<file path="config.mk">
export PLATFORM = sky130hd
export DESIGN_NAME = fetch_stage
export DESIGN_NICKNAME = d
export VERILOG_FILES = /design/src/rtl/fetch_stage.sv
export SDC_FILE = /design/constraint.sdc
export NUM_CORES = 1
export LEC_CHECK = 0
export ABC_AREA = 1
export CORE_AREA = 2 2 115 117
export DETAILED_ROUTE_END_ITERATION = 6
export DIE_AREA = 0 0 117 119
export GPL_TIMING_DRIVEN = 0
export PLACE_DENSITY = 0.59
export SYNTH_ARGS = -nofsm -noshare
export SYNTH_HDL_FRONTEND = slang
export SYNTH_SLANG_ARGS = --single-unit
</file>
<file path="constraint.sdc">
create_clock -name clk -period 1.5 [get_ports clk]
set_clock_uncertainty 0.1 [all_clocks]
set_input_delay 0.15 -clock clk [delete_from_list [all_inputs] [get_ports clk]]
set_output_delay 0.15 -clock clk [all_outputs]
set_load 0.05 [all_outputs]
</file>
<file path="src/rtl/fetch_stage.sv">
// Instruction fetch stage: owns the PC, drives a stalling instruction memory and feeds
// the IF/ID latch. Handles decode stalls, branch/jump squashes and HALT.
module fetch_stage #(
  parameter logic [15:0] RESET_PC  = 16'h0000,
  parameter logic [15:0] NOP_INSTR = 16'h0800
) (
  input  logic        clk,
  input  logic        rst,
  input  logic        pc_redirect_in,
  input  logic [15:0] pc_target_in,
  input  logic        hazard_stall_in,
  input  logic        halt_in,
  input  logic [15:0] imem_data,
  input  logic        imem_done,
  input  logic        imem_stall,
  output logic [15:0] imem_addr,
  output logic        imem_rd,
  output logic [15:0] instruction_out,
  output logic [15:0] PC_Out,
  output logic        fetch_valid,
  output logic        BranchingOrJumping_out,
  output logic        instructionMemoryStall,
  output logic        latch_en
);

  typedef enum logic [2:0] {
    S_REQ, S_WAIT, S_HOLD, S_DISCARD, S_HALT
  } state_t;

  state_t      state_q, state_d;
  logic [15:0] pc_q, pc_d;
  logic [15:0] buf_q, buf_d;
  logic [15:0] addr_q, addr_d;
  logic        halt_pend_q, halt_pend_d;
  logic [15:0] pc_plus2;
  logic [15:0] word;
  logic        present_valid;
  logic        rd;
  logic        flush;
  logic        mstall;

  // Completion is signalled by imem_done alone; the busy flag carries no extra information.
  logic unused_imem_stall;
  assign unused_imem_stall = imem_stall;

  assign pc_plus2 = pc_q + 16'd2;

  always_ff @(posedge clk or posedge rst) begin
    if (rst) begin
      state_q     <= S_REQ;
      pc_q        <= RESET_PC;
      buf_q       <= NOP_INSTR;
      addr_q      <= RESET_PC;
      halt_pend_q <= 1'b0;
    end else begin
      state_q     <= state_d;
      pc_q        <= pc_d;
      buf_q       <= buf_d;
      addr_q      <= addr_d;
      halt_pend_q <= halt_pend_d;
    end
  end

  always_comb begin
    state_d     = state_q;
    pc_d        = pc_q;
    buf_d       = buf_q;
    addr_d      = addr_q;
    halt_pend_d = halt_pend_q;
    case (state_q)
      S_REQ, S_WAIT: begin
        // addr_q remembers the in-flight address once the PC has moved to the new path.
        if (pc_redirect_in) begin
          pc_d        = pc_target_in;
          addr_d      = pc_q;
          halt_pend_d = 1'b0;
          state_d     = imem_done ? S_REQ : S_DISCARD;
        end else if (halt_in) begin
          addr_d      = pc_q;
          halt_pend_d = ~imem_done;
          state_d     = imem_done ? S_HALT : S_DISCARD;
        end else if (imem_done) begin
          if (hazard_stall_in) begin
            buf_d   = imem_data;
            state_d = S_HOLD;
          end else begin
            pc_d    = pc_plus2;
            state_d = S_REQ;
          end
        end else begin
          state_d = S_WAIT;
        end
      end
      S_HOLD: begin
        if (pc_redirect_in) begin
          pc_d    = pc_target_in;
          state_d = S_REQ;
        end else if (halt_in) begin
          state_d = S_HALT;
        end else if (!hazard_stall_in) begin
          pc_d    = pc_plus2;
          state_d = S_REQ;
        end
      end
      S_DISCARD: begin
        if (pc_redirect_in) begin
          pc_d        = pc_target_in;
          halt_pend_d = 1'b0;
          if (imem_done) state_d = S_REQ;
        end else if (halt_in) begin
          halt_pend_d = 1'b1;
          if (imem_done) state_d = S_HALT;
        end else if (imem_done) begin
          state_d = halt_pend_q ? S_HALT : S_REQ;
        end
      end
      S_HALT:  state_d = S_HALT;
      default: state_d = S_REQ;
    endcase
  end

  always_comb begin
    word          = imem_data;
    present_valid = 1'b0;
    rd            = 1'b0;
    imem_addr     = pc_q;
    flush         = 1'b0;
    mstall        = 1'b0;
    case (state_q)
      S_REQ, S_WAIT: begin
        rd            = 1'b1;
        mstall        = ~imem_done;
        present_valid = imem_done & ~hazard_stall_in & ~pc_redirect_in & ~halt_in;
      end
      S_HOLD: begin
        word          = buf_q;
        present_valid = ~hazard_stall_in & ~pc_redirect_in & ~halt_in;
      end
      S_DISCARD: begin
        rd        = 1'b1;
        imem_addr = addr_q;
        flush     = 1'b1;
        mstall    = 1'b1;
      end
      default: ;
    endcase
    if (pc_redirect_in && state_q != S_HALT) flush = 1'b1;
    // Reset must silence the memory and the latch combinationally, not a cycle later.
    if (rst) begin
      rd            = 1'b0;
      present_valid = 1'b0;
      flush         = 1'b0;
    end
  end

  assign imem_rd                = rd;
  assign fetch_valid            = present_valid;
  assign instruction_out        = present_valid ? word : NOP_INSTR;
  assign PC_Out                 = pc_plus2;
  assign BranchingOrJumping_out = flush;
  assign instructionMemoryStall = mstall;
  assign latch_en               = ~hazard_stall_in | pc_redirect_in;

endmodule

</file>
==> out/qor.yml, run 1 <==
start_kind: "primary input"
drtIter0Drc: 150
antenna_found_initial: 0
synth_compound_area_share_pct: 15.0
synth_edf_count: 0
dp_hpwl_um: 7350
final_max_slew_viol_count: 0
grt.total_usage_pct: 15.3
clockBufferDepth: 2
clkSlewWorstSetupHoldPaths_ps: 70
cp.arrival_ps: 1740
root_buffer: "clkbuf_16"
max_freq_ghz: 0.504
dieArea_mm2: 0.0139
synth_xor_area_share_pct: 1.40
end_kind: "output pin"
async_reset_ff_share_pct: 100
portBuffers: 90
cts_sinks: 52
grt_setup_unrepaired: "yes"
min-delay-path-class: "primary input to flip-flop"
pre_cts_slack_ps: -1370
grt_pass1_wl_um: 17300
tightestPinTransition_ps: 1150
p_leak_uw: 0.00270
synth_area_leaders: "dfrtp_1 (41%), nand2_1 (17%), o21ai_0 (8.0%), inv_1 (5.4%), nand3_1 (5.1%)"
syn_nets: 483
tritoncts: "built"
synth_top_area_share_pct: 40.8
syn_area_mm2: 0.00313
outcome: "finished, violations left"
via_count: 3504
cts_hold_buf: 0
worstHoldStart: "pc_redirect_in"
grt_overflow: 0
htree_levels: 2
syn_to_final_growth_pct: 95.5
final_hold_viol_count: 0
reg2reg_slack_ps: -360
finalSetupViolations: 98
grt_pass1_vias: 3657
muxShareOfSynthArea_pct: 0
cp-startpoint: "halt_in"
synth_cell_type_count: 29
numCtsBuffers: 5
r2r_cells: 13
die_h_um: 119
synth_top_area_cell: "dfrtp_1"
p_per_area_mw_per_mm2: 2150
finalPower_uw: 13100
synth_simple_gate_area_share_pct: 32.3
clock_latency_ps: 290
io_pins: 92
synthAdderAreaFrac_pct: 0.400
ys_warn_count: 0
min_delay_path_depth: 3
slowest_delay_ps: 480
layout_min_cycle_time_ps: 1990
drive_gt1_share_pct: 46.4
grt_max_degree: 53
finalWirelength_um: 10900
rows: 42
reg2reg_to: "pc_q[5]"
endpoint: "instruction_out[10]"
vias_per_cell: 4.49
synth_area_per_cell_um2: 7.06
ys_seq_area_share_pct: 41.7
yosysMostFrequentCell: "nand2_1"
initial_core_util_pct: 24.3
dr.pass1.iters: 4
worst-setup-path-type: "primary input to output pin"
path_cells: "clkdlybuf4s50_1 -> inv_2 -> nand2_2 -> nor3_4 -> nand3_4 -> buf_16 -> a21oi_4 -> buf_8"
postRouteAntennaNets: 0
yosys_most_used_dff: "dfrtp_1"
drc: 0
gp_congestion: 0.916
synthCells: 443
core_area_mm2: 0.0129
whs_ps: 255
ir_drop_mv: 1.36
synth-seq-cells: 52
regToRegStartpoint: "state_q[2]"
relSlewSlack_pct: 23.5
n_antenna_cell: 0
final_nets: 643
fin_ws_ps: -486
wl_per_cell_um: 13.9
synth_common_cells: "nand2_1 (144), dfrtp_1 (51), o21ai_0 (50)"
cpMaxStageDelayCell: "clkdlybuf4s50_1"
worst_ep_required_time_ps: 1250
fin_crit_sh_pct: 132
synth_top_family_by_area: "simple AND/OR/NAND/NOR gates"
maxCapViolCount: 0
violations: "negative setup slack"
critPathMaxFanout: 5
die_w_um: 117
-- power by group --
part,switching [uW],internal (uW),leakage (uW),total [uW]
registers,592,2090,0.000639,2680
clock network,522,668,0.0000772,1190
logic,5380,3890,0.00198,9270
total,6490,6640,0.00270,13100
-- per-layer routing --
metal / vias to the layer above / track usage, % / share of wire [%]
met3: 16 / 2.54 / 4.4
met1: 1660 / 19.5 / 43
met2: 95 / 26.7 / 51
met5: - / 0 / 0
met4: 0 / 3.60 / 1.5
li1: 1733 / - / -
-- critical path, delay by kind of cell --
family                 cells  cell delay, ps
buffers and inverters      4             940
and+or+nand+nor            3             500
AOI/OAI and AO/OA          1             130
-- how the worst min path moves through the flow --
stage,to,slack (ps)
floorplan,addr_q[0],100
global placement,addr_q[9],370
detailed placement,addr_q[6],370
CTS,pc_q[0],260
global route,pc_q[0],280
finish,pc_q[0],260
-- repair_timing --
item	in CTS	in global routing
endpoints found under the setup margin	110	99
gates resized for setup	457	102
hold endpoints to repair	0	0
gates cloned	2	2
pin swaps	15	30
buffers inserted	41	22
-- flip-flops by register name, indices dropped and copies added (netlist names) --
| name | cells |
|---|---|
| addr_q | 16 |
| buf_q | 16 |
| halt_pend_q | 1 |
| pc_q | 16 |
| state_q | 3 |
-- cells in the final DEF, fill, tap and decap left out, types with 9 or more instances in the layout --
cell	instances
nor2_4	10
dfrtp_1	46
nand2_1	107
o21ai_4	15
buf_8	19
inv_1	38
o21ai_0	17
buf_4	42
clkdlybuf4s50_1	35
nor2_1	22
a21oi_4	17
nand2_2	33
o21ai_1	20
nand3_1	22
buf_6	58
o21ai_2	9
-- area by class of cell --
cell class	count	area, um^2
Clock buffer	6	139
Clock inverter	2	13.8
Multi-Input combinational cell	323	2290
Timing Repair Buffer	153	1650
Tap cell	176	220
Sequential cell	52	1310
Inverter	49	216
Buffer	19	268
Fill cell	1196	6760
-- metrics by stage --
step | instance area [um^2] | cells | util, % | TNS (ps)
floorplan | 3560 | 443 | - | -5830
global placement | 4680 | 709 | 36.3 | -79640
detailed placement | 4680 | 709 | 36.3 | -83090
CTS | 5630 | 759 | 43.8 | -24890
global route | 6110 | 780 | 47.5 | -34650
finish | 6110 | 780 | 47.5 | -27480
-- kinds of logic (layout without fill, tap and decap cells) --
| logic type | count (synthesis) | count (layout) |
|---|---|---|
| AND/OR/NAND/NOR | 233 | 233 |
| adder cells (fa/ha/maj) | 1 | 1 |
| XOR/XNOR | 5 | 5 |
| AO/OA/AOI/OAI | 84 | 84 |
| flip-flops | 52 | 52 |
| buffers and inverters | 68 | 229 |
No activity file was read; power rests on OpenSTA's default activity.
==> inputs of run 2 (changes only) <==
- CAP_MARGIN: default -> 0
- CORE_AREA: 2 2 115 117 -> 2 2 89 91
- DIE_AREA: 0 0 117 119 -> 0 0 91 93
- PLACE_DENSITY: 0.59 -> 0.85
==> run 2 against run 1 <==
The flow still finishes with violations (negative setup slack). Highest routed layer unchanged. Die area fell by 39%. Largest cell class unchanged. Sequential share of layout area is essentially flat. Power increased by 7.1%. Critical path depth shrank 1. Worst setup slack got worse by 110 ps.
==> out/qor.yml, run 2 (synthesis results as in run 1) <==
relSlewSlack_pct: 21.5  # -2.0 points
seq_area_mm2: 0.00131  # +0.29%
final_max_slew_viol_count: 0  # unchanged
clock_latency_ps: 320  # +30 ps
wl_met2_um: 7520  # +37%
max_freq_ghz: 0.476  # -5.5%
die_w_um: 91  # -22%
fin_cells: 705  # -9.6%
cts_hold_buf: 0  # unchanged
met1Wirelength_um: 4800  # +1.7%
n_antenna_cell: 0  # unchanged
critPathMaxFanout: 5  # unchanged
rows: 32  # -24%
wl_per_cell_um: 20.2  # +45%
dieArea_mm2: 0.00846  # -39%
dp_hpwl_um: 6960  # -5.3%
initial_core_util_pct: 41.5  # +17 points
tightestPinTransition_ps: 1180  # +30.3 ps
fin_ws_ps: -601  # -115 ps
vias_per_cell: 5.68  # +26%
multi_input_area_mm2: 0.00244  # +6.6%
end_kind: "output pin"
grt_setup_unrepaired: "yes"
crit_family: "simple AND/OR/NAND/NOR gates"
finalSetupViolations: 99  # +1.0%
drtIter0Drc: 307  # +100%
cp.arrival_ps: 1850  # +110 ps
cpMaxStageDelayCell: "dfrtp_1"
drc: 0  # unchanged
path_cells: "buf_6 -> nand2_4 -> nor2_4 -> nand2_2 -> o21bai_1 -> nand2_1 -> buf_6"
dr.pass1.iters: 7  # +3
path_common_cell: "buf_6"
layout_min_cycle_time_ps: 2100  # +115 ps
min-delay-path-class: "primary input to async pin"
via_count: 4003  # +14%
outcome: "finished, violations left"
ir_drop_mv: 2.34  # +73%
violations: "negative setup slack"
final_hold_viol_count: 0  # unchanged
highest_layer: "met4"
tritoncts: "built"
postRouteAntennaNets: 0  # unchanged
grt_max_degree: 53  # unchanged
numCtsBuffers: 5  # unchanged
maxCapViolCount: 0  # unchanged
syn_to_final_growth_pct: 96.2
path_buf_inv: 2  # -2
dpl.cell_count: 635  # -10%
reg_top3: "addr_q (16), buf_q (16), pc_q (16)"
antenna_found_initial: 0  # unchanged
clockBufferDepth: 2  # unchanged
p_per_area_mw_per_mm2: 2290  # +6.7%
grt_overflow: 0  # unchanged
start_kind: "flip-flop"
htree_levels: 2  # unchanged
core_area_mm2: 0.00753  # -42%
grt_pass1_wl_um: 18200  # +5.2%
cts_sinks: 52  # unchanged
p_leak_uw: 0.00280  # +3.9%
finalWirelength_um: 14300  # +31%
worst-setup-path-type: "flip-flop to output pin"
grt_pass1_vias: 3780  # +3.4%
met3_length_um: 1060  # +120%
die_h_um: 93  # -22%
grt.total_usage_pct: 27.3  # +12 points
io_pins: 92  # unchanged
clkSlewWorstSetupHoldPaths_ps: 110  # +40 ps
finalPower_uw: 14100  # +7.1%
portBuffers: 90  # unchanged
whs_ps: 280  # +25.1 ps
worst_ep_required_time_ps: 1250  # about the same
layout_common_cells: "nand2_1 (98), buf_6 (65), dfrtp_1 (43)"
fill_cells: 404  # -66%
gp_congestion: 0.829  # -9.5%
layout_commonest_cell: "nand2_1"
fin_crit_sh_pct: 140  # +7.7 points
final_nets: 642  # -0.16%
root_buffer: "clkbuf_8"
slowest_delay_ps: 440  # -40 ps
drive_gt1_share_pct: 49.8  # +3.4 points
-- run 2: cell types whose count changed in the layout (fill, tap and decap cells not counted), sizes merged --
cell           before  now
bufinv              0    1
clkinvlp            4    5
clkdlybuf4s15       2    1
nand2             149  150
clkinv              1    0
inv                46   44
-- run 2: metrics by stage --
stage               utilization (%)  area (um^2)  setup WS, ps  TNS, ps
finish                         81.5         6130          -601   -30250
global route                   81.5         6130          -631   -34040
CTS                            74.9         5640          -529   -24710
detailed placement             60.9         4590         -1300   -76650
global placement               60.9         4590         -1290   -72010
floorplan                         -         3560          -238    -5830
-- run 2: where the power goes --
part	internal, uW	total (uW)	switching (uW)
Combinational	4070	10100	6000
Clock	590	1120	528
Sequential	2090	2880	787
-- run 2: area by class of cell --
type	count	share of cell area [%]
clock inverters	1	0.490
well taps	102	2.08
repair buffers	154	27.8
inverters	49	3.51
multi-input cells	324	39.8
clock buffers	7	1.57
plain buffers	16	3.31
flip-flops and latches	52	21.4
-- run 2: what timing repair did --
action	in CTS	in global routing
setup buffers	37	26
gates resized for setup	476	126
setup endpoints to repair	90	101
gates cloned	6	1
pin swaps	16	35
-- run 2: path summary, 6_finish.rpt --
kind | depth (start not counted) | start | slack [ps] | end
setup / recovery | 7 | pc_q[2] | -600 | PC_Out[10]
hold / removal | 2 | rst | 280 | pc_q[11]
setup reg to reg | 9 | pc_q[2] | -270 | pc_q[10]
hold reg to reg | 2 | buf_q[11] | 400 | buf_q[11]
max in group asynchronous | 2 | rst | 320 | state_q[0]
min in group clk | 3 | halt_in | 300 | halt_pend_q
-- run 2: per-layer routing --
layer / GRT usage (%) / up-vias
li1: - / 1737
met1: 28.3 / 1899
met2: 52.1 / 284
met3: 5.32 / 83
met4: 13.9 / 0
met5: 0 / -
